===== config.mk =====
export PLATFORM = sky130hd
export DESIGN_NAME = seg7_scan_driver
export DESIGN_NICKNAME = d
export VERILOG_FILES = /design/src/rtl/seg7_scan_driver.sv
export SDC_FILE = /design/constraint.sdc
export NUM_CORES = 1
export LEC_CHECK = 0
export ABC_AREA = 1
export ABC_CLOCK_PERIOD_IN_PS = 2900
export CAP_MARGIN = 20
export CORE_MARGIN = 2
export CORE_UTILIZATION = 58
export CTS_CLUSTER_SIZE = 14
export DETAILED_ROUTE_END_ITERATION = 7
export PLACE_DENSITY = 0.8
export SYNTH_ARGS = -nofsm -noshare
export SYNTH_HDL_FRONTEND = slang
export SYNTH_SLANG_ARGS = --single-unit

===== constraint.sdc =====
create_clock -name clk -period 2.9 [get_ports clk]
set_clock_uncertainty 0.2 [all_clocks]
set_input_delay 0.435 -clock clk [delete_from_list [all_inputs] [get_ports clk]]
set_output_delay 0.435 -clock clk [all_outputs]
set_load 0.01 [all_outputs]

===== src/rtl/seg7_scan_driver.sv =====
`timescale 1ns/1ps
`default_nettype none
// ============================================================================
// Module   : seg7_scan_driver
// Purpose  : Converts an unsigned binary value to BCD (shift-add-3) and
//            drives a multiplexed common-select 7-segment display, with
//            optional leading-zero blanking and an overflow ("-") indication.
// Ports    : clk      - single clock, rising edge
//            rst      - synchronous active-high reset
//            bin_in   - [BIN_W-1:0] value to display, captured on load
//            load     - capture request, honoured only while busy=0
//            busy     - conversion in progress
//            ovf      - displayed value exceeds 10^DIGITS-1
//            seg_out  - [6:0] segments {a,b,c,d,e,f,g}, bit 6 = a
//            sel      - [DIGITS-1:0] active-low one-hot digit enable,
//                       bit 0 = units digit
// Revision : 1.0 - initial release
// ============================================================================
module seg7_scan_driver #(
    parameter int DIGITS         = 4,
    parameter int BIN_W          = 14,
    parameter int DIV            = 100000,
    parameter int SEG_ACTIVE_LOW = 0,
    parameter int BLANK_LZ       = 1
) (
    input  logic              clk,
    input  logic              rst,
    input  logic [BIN_W-1:0]  bin_in,
    input  logic              load,
    output logic              busy,
    output logic              ovf,
    output logic [6:0]        seg_out,
    output logic [DIGITS-1:0] sel
);

    localparam int c_BCD_W = 4 * DIGITS;
    localparam int c_CNT_W = $clog2(BIN_W);
    localparam int c_PRE_W = $clog2(DIV);
    localparam int c_IDX_W = $clog2(DIGITS);

    function automatic logic [63:0] f_pow10(input int n);
        logic [63:0] r;
        r = 64'd1;
        for (int k = 0; k < n; k++) begin
            r = r * 64'd10;
        end
        return r;
    endfunction

    // Largest value representable on the display.
    localparam logic [63:0] c_MAX = f_pow10(DIGITS) - 64'd1;

    localparam logic [1:0] S_IDLE   = 2'd0;
    localparam logic [1:0] S_SHIFT  = 2'd1;
    localparam logic [1:0] S_COMMIT = 2'd2;

    logic [1:0]         r_state;
    logic [1:0]         w_state_next;
    logic [BIN_W-1:0]   r_bin;
    logic [c_BCD_W-1:0] r_bcd;
    logic [c_BCD_W-1:0] w_bcd_adj;
    logic [c_BCD_W-1:0] w_bcd_shift;
    logic [c_CNT_W-1:0] r_cnt;
    logic               r_ovf_cap;
    logic [c_BCD_W-1:0] r_disp;
    logic               r_ovf;
    logic [c_PRE_W-1:0] r_pre;
    logic [c_IDX_W-1:0] r_idx;
    logic               w_capture;

    // ------------------------------------------------------------------
    // Conversion FSM
    // ------------------------------------------------------------------
    always_ff @(posedge clk) begin
        if (rst) begin
            r_state <= S_IDLE;
        end else begin
            r_state <= w_state_next;
        end
    end

    always_comb begin
        w_state_next = r_state;
        case (r_state)
            S_IDLE: begin
                if (load) begin
                    w_state_next = S_SHIFT;
                end
            end
            S_SHIFT: begin
                if (r_cnt == c_CNT_W'(BIN_W - 1)) begin
                    w_state_next = S_COMMIT;
                end
            end
            S_COMMIT: begin
                w_state_next = S_IDLE;
            end
            default: begin
                w_state_next = S_IDLE;
            end
        endcase
    end

    assign w_capture = (r_state == S_IDLE) && load;
    assign busy      = (r_state != S_IDLE);
    assign ovf       = r_ovf;

    // Add 3 to every nibble >= 5, then shift the next binary MSB in.
    always_comb begin
        w_bcd_adj = r_bcd;
        for (int i = 0; i < DIGITS; i++) begin
            if (r_bcd[4*i +: 4] >= 4'd5) begin
                w_bcd_adj[4*i +: 4] = r_bcd[4*i +: 4] + 4'd3;
            end
        end
    end

    assign w_bcd_shift = {w_bcd_adj[c_BCD_W-2:0], r_bin[BIN_W-1]};

    // ------------------------------------------------------------------
    // Conversion datapath and display register
    // ------------------------------------------------------------------
    always_ff @(posedge clk) begin
        if (rst) begin
            r_bin     <= '0;
            r_bcd     <= '0;
            r_cnt     <= '0;
            r_ovf_cap <= 1'b0;
            r_disp    <= '0;
            r_ovf     <= 1'b0;
        end else begin
            if (w_capture) begin
                r_bin     <= bin_in;
                r_bcd     <= '0;
                r_cnt     <= '0;
                // Overflow is decided on the raw binary value, since the BCD
                // register cannot hold digits beyond DIGITS.
                r_ovf_cap <= ({{(64-BIN_W){1'b0}}, bin_in} > c_MAX);
            end else if (r_state == S_SHIFT) begin
                r_bin <= {r_bin[BIN_W-2:0], 1'b0};
                r_bcd <= w_bcd_shift;
                r_cnt <= r_cnt + 1'b1;
            end
            // Display only changes here, so a partial result is never shown.
            if (r_state == S_COMMIT) begin
                r_disp <= r_bcd;
                r_ovf  <= r_ovf_cap;
            end
        end
    end

    // ------------------------------------------------------------------
    // Scan prescaler and digit index
    // ------------------------------------------------------------------
    always_ff @(posedge clk) begin
        if (rst) begin
            r_pre <= '0;
            r_idx <= '0;
        end else if (r_pre == c_PRE_W'(DIV - 1)) begin
            r_pre <= '0;
            if (r_idx == c_IDX_W'(DIGITS - 1)) begin
                r_idx <= '0;
            end else begin
                r_idx <= r_idx + 1'b1;
            end
        end else begin
            r_pre <= r_pre + 1'b1;
        end
    end

    // ------------------------------------------------------------------
    // Digit select and segment decode (pure function of registers)
    // ------------------------------------------------------------------
    logic [DIGITS-1:0] w_lz_mask;
    logic              w_run;
    logic [3:0]        w_nib;
    logic              w_blank;
    logic [6:0]        w_pat;
    logic [DIGITS-1:0] w_onehot;

    // w_lz_mask[i] = digit i and every digit above it are zero.
    always_comb begin
        w_run     = 1'b1;
        w_lz_mask = '0;
        for (int i = DIGITS - 1; i >= 0; i--) begin
            w_run        = w_run && (r_disp[4*i +: 4] == 4'd0);
            w_lz_mask[i] = w_run;
        end
    end

    always_comb begin
        w_nib   = 4'd0;
        w_blank = 1'b0;
        for (int i = 0; i < DIGITS; i++) begin
            if (r_idx == c_IDX_W'(i)) begin
                w_nib   = r_disp[4*i +: 4];
                w_blank = (BLANK_LZ != 0) && (i != 0) && w_lz_mask[i];
            end
        end
    end

    always_comb begin
        w_pat = 7'b0000000;
        if (r_ovf) begin
            w_pat = 7'b0000001;
        end else if (!w_blank) begin
            case (w_nib)
                4'd0:    w_pat = 7'b1111110;
                4'd1:    w_pat = 7'b0110000;
                4'd2:    w_pat = 7'b1101101;
                4'd3:    w_pat = 7'b1111001;
                4'd4:    w_pat = 7'b0110011;
                4'd5:    w_pat = 7'b1011011;
                4'd6:    w_pat = 7'b1011111;
                4'd7:    w_pat = 7'b1110000;
                4'd8:    w_pat = 7'b1111111;
                4'd9:    w_pat = 7'b1111011;
                default: w_pat = 7'b0000000;
            endcase
        end
    end

    assign seg_out  = (SEG_ACTIVE_LOW != 0) ? ~w_pat : w_pat;
    assign w_onehot = {{(DIGITS-1){1'b0}}, 1'b1} << r_idx;
    assign sel      = ~w_onehot;

endmodule
`default_nettype wire


### Word level (Yosys, flattened, before mapping)

Memories as Yosys holds them, arrays and structs flattened.
Index checks and enable logic that the tools add are counted.

* add/subtract/negate cells: 7
* magnitude comparators: 5
* equality and inequality tests: 9
* shift operators: 1
* mux-type cells: 19
* bitwise operators: 1
* reduce and logical (&&, ||, !) cells: 13

Operators by type and width (count)
* $mux W14: 2
* $mux W4: 7
* $add A17 B1 Y17 const B: 1
* $eq A17 B17 Y1 const B: 1
* $ge A4 B3 Y1 const B: 4
* $gt A14 B14 Y1 const B: 1
* $mux W7: 2
* $add A4 B2 Y4 const B: 3
* $logic_not A4 Y1: 3
* $eq A2 B2 Y1 const B: 3
* $mux W2: 3
* $add A4 B1 Y4 const B: 1
* $eq A2 B1 Y1 const B: 2
* $eq A4 B4 Y1 const B: 1
* $logic_not A2 Y1: 2
* $ne A2 B2 Y1 const B: 2
* $not A4 Y4: 1
* $pmux W2 S2: 1
* $reduce_bool A2 Y1: 2
* $reduce_or A2 Y1: 2
* $shl A1 B2 Y4 const A: 1
* $add A3 B2 Y3 const B: 1
* $logic_and A1 B1 Y1: 3
* $mux W1: 3
* 3 further kinds: 3

* register bits after elaboration: 73
* memory bits (read-only): 112
* bits of input ports: 17
* logic and storage cells: 65
* memories: 1

Memories
* (name not given): words 16, bits a word 7, read ports 1, clocked after memory_dff 0, write ports 0, line 207 `case (w_nib)`

### Depth between registers and ports, before layout

* depth in word-level cells: 8
* depth in mapped cells: 14
* mapped depth without buffers: 14

### Least setup slack after synthesis

OpenSTA, ideal clock, no wires.

* path kind: reg2out
* start: register r_idx[1]
* end: output seg_out[1]
* arrival time: 1.789 ns
* required time: 2.265 ns
* setup slack: 0.476 ns
* cell stages (with the launch flop): 14
* path buffers: 0
* cells stage by stage: dfxtp_1 > inv_1 > ha_1 > inv_1 > nand2_1 > o211ai_1 > nand2_1 > nand2_1 > inv_1 > ha_1 > nand3b_1 > nand2_1 > nor2_1 > nor2_1

* cells in the longest elaborated chain, start to end: 8

RTL lines
* start, declared: line 68 `logic [c_IDX_W-1:0] r_idx;`
* start signal, assigned: line 164 `r_idx <= r_idx + 1'b1;`
* $logic_not A2 Y1: line 195 `if (r_idx == c_IDX_W'(i)) begin`
* $mux W4 (4 in a row): line 195
* $mem_v2 Z16 W7
* $mux W7 *: line 206 `end else if (!w_blank) begin`
* $mux W7 *: line 204 `if (r_ovf) begin`
* end, declared: line 32 `output logic [6:0] seg_out,`

Mark *: on every way between the ends. The rest lies on a longest branch, timed or not.

### Final worst setup path

Ends and elaborated chain as after synthesis.

==> results.md <==
* Top cells by count, synth: nand2_1, dfxtp_1, inv_1, nor2_1, a21oi_1
* Pwr Density at about 470 nW/um^2
* Final instance area at approximately 4500 um^2
* GR Util All Layers at about 23%
* Register area share after synthesis at between 30% and 40%
* Initial core utilization at 59.4%
* Drt first pass iters at 5
* Die area at approximately 7000 um^2
* ANT cells at 0
* Worst-path clk slew at roughly 0.080 ns
* # nets final at 610
* Detailed-route DRC error count at 0
* HP Class: register to register
* Post-route ant nets at 0
* Ys Warns at 0
* RSZ-0062 raised after global routing: yes
* Core ar. at approximately 6300 um^2
* Final wirelength at ~8000 um
* Area leader, netlist: dfxtp_1
* DP Area at about 4100 um^2
* CP Data Arrival Time at 2.22 ns
* Port-buffer cells at 29
* Crit. Startpoint: r_idx[1]$_SDFFE_PP0P_
* Worst r2r src: r_state[0]$_SDFFE_PP0P_
* Global-route wire length before repair at around 14000 um
* Die extent in x at 84.4 um
* Startpoint types: register
* Endpoints failing setup at 0
* Routed via count at 3449
* Vias in the first global route at roughly 3100
* Reg-to-reg slack, setup at 1.02 ns
* WP data required at 2.27 ns
* DPL Wire Length at approximately 5600 um
* Count leader, synth: nand2_1
* Leak at about 1.9 nW
* Slew margin rel. at 57.0%
* Grt ovf at 0
* Crit share post-route at 98.3%
* Peak Freq at approximately 0.35 GHz
* Routed vias/inst at 5.27
* Die Y at around 84 um
* Number of flops mapped to enable cells by yosys at 0
* Layout fillers at between 500 and 600
* Clk buf depth at 2
* CTS H-Tree Depth at 3
* Gate Count Post-Synth at 532
* Dominant synthesized flop cell: dfxtp_1
* Ratio of cells with drive above 1 in the final layout at 14.2%
* Flops & latches, synth at 73
* 1st-iter DRT viols at roughly 180
* Wire per inst at 12.2 um
* Final min period at between 2 and 3 ns
* RD Place Congestion at about 0.85
* Rows at 29
* Largest cells by area after synthesis: dfxtp_1, nand2_1, ha_1
* CP Max Fanout at 6
* Initial antenna violation count at 0
* Area grow syn2layout at 19.2%
* Avg Cell Area, Syn at around 7 um^2
* Count of different cell masters after synthesis at 34
* Synth top area share at about two fifths
* Clk_lat worst skew at between 0.3 and 0.4 ns
* Netlist Area Pre-Place at 3750 um^2
* Hold_buf cts at 0
* DP Worst Slack at -0.0272 ns
* Worst Slack Setup Final at about 0.048 ns
* CTS tree: done
* Max Cap Viol at 0
* Worst VDD drop at between 0.3 and 0.4 mV
* Sink Count at 73
* Io pins at 30
* Total nets after synthesis at 569
* Critical hold path startpoint: r_bcd[7]$_SDFFE_PP0P_
* Worst-Margin Slew at 0.645 ns
* Status: complete, no violations
* Num CTS Buffers at 9
* CP endpoint kind: primary output
* Largest net degree at the start of global routing at 26
* Clk root buf: clkbuf_8
* Crit path kind: register to primary output
* Hold Fails Final Rpt at 0
* Ys async rst share at 0%
* Final Max Slew Viols at 0
==> worst max-delay path, stage by stage (launching register included) <==
cell and delay [ns]:
dfxtp_2 0.34, inv_2 0.09, ha_4 0.16, inv_4 0.05, buf_6 0.10, o211ai_1 0.19, nand2_1 0.10, nand2_2 0.11
inv_2 0.05, ha_2 0.16, nand3b_1 0.16, nand2_1 0.09, nor2_2 0.04, nor2_1 0.08, buf_2 0.13
==> report_power, final <==
group,switching [mW],total [mW],internal (mW)
logic,0.0859,0.143,0.0568
clock network,0.411,0.905,0.494
registers,0.0149,1.04,1.03
==> metal layers <==
layer | routed length [um] | vias to the layer above | track usage, %
met1 | 3830 | 1582 | 30.0
met5 | 0 | - | 0
li1 | - | 1802 | -
met2 | 3810 | 53 | 39.0
met3 | 260 | 12 | 4.42
met4 | 112 | 0 | 8.23
==> state kept, by name (all words and copies together) (netlist names) <==
register / count
r_bin: 14
r_pre: 17
r_cnt: 4
r_idx: 2
r_state: 2
r_bcd: 16
r_ovf_cap: 1
r_disp: 16
ovf: 1
==> layout make-up <==
type / instances / area, um^2 / area share (%)
clock buffer: 9 / 124 / 2.77
clock inverter: 7 / 103 / 2.30
inverter: 65 / 246 / 5.52
multi-input combinational: 379 / 2050 / 45.8
sequential: 73 / 1460 / 32.8
tap: 77 / 96.3 / 2.16
timing repair buffer: 45 / 387 / 8.66
==> cell usage in the layout, fill, tap and decap left out, types with 10 or more instances in the layout <==
master,count
inv_2,10
ha_1,14
dfxtp_1,71
a21oi_1,45
nor2_1,51
nand2_1,126
inv_1,54
buf_4,14
a31oi_1,12
nand3_1,23
o21ai_0,40
clkdlybuf4s50_1,22
==> cells by family after synthesis <==
kind of cell / count (synthesis) / share of synthesized area [%]
xor+xnor: 12 / 2.80
compound gates: 107 / 15.1
simple gates: 240 / 28.0
buf+inv: 80 / 8.44
flops: 73 / 39.0
fa+ha+maj: 20 / 6.68
==> metrics by stage <==
stage	power [mW]	cells	util (%)	TNS (ns)	hold slack (ns)
global route	2.16	655	70.7	-0.203	0.288
finish	2.09	655	70.7	0	0.260
detailed placement	1.21	633	65.5	-0.0492	0.251
floorplan	1.16	532	-	0	0.217
global placement	1.20	633	65.5	0	0.229
CTS	2.10	652	69.9	-0.0110	0.263
==> repair_timing <==
action                     4_1_cts  5_1_grt
cloned                           0        0
pin swaps                        2       10
resized for setup               31       24
setup endpoints to repair        7        7
setup buffers                    3        3
==> path summary, 6_finish.rpt <==
kind / to / cells after the start
worst max-delay path: seg_out[1] / 14
worst min-delay path: r_bcd[7]$_SDFFE_PP0P_ / 2
worst max register to register: r_bcd[10]$_SDFFE_PP0P_ / 8
worst min register to register: r_bcd[7]$_SDFFE_PP0P_ / 2
No activity file was read; power rests on OpenSTA's default activity.
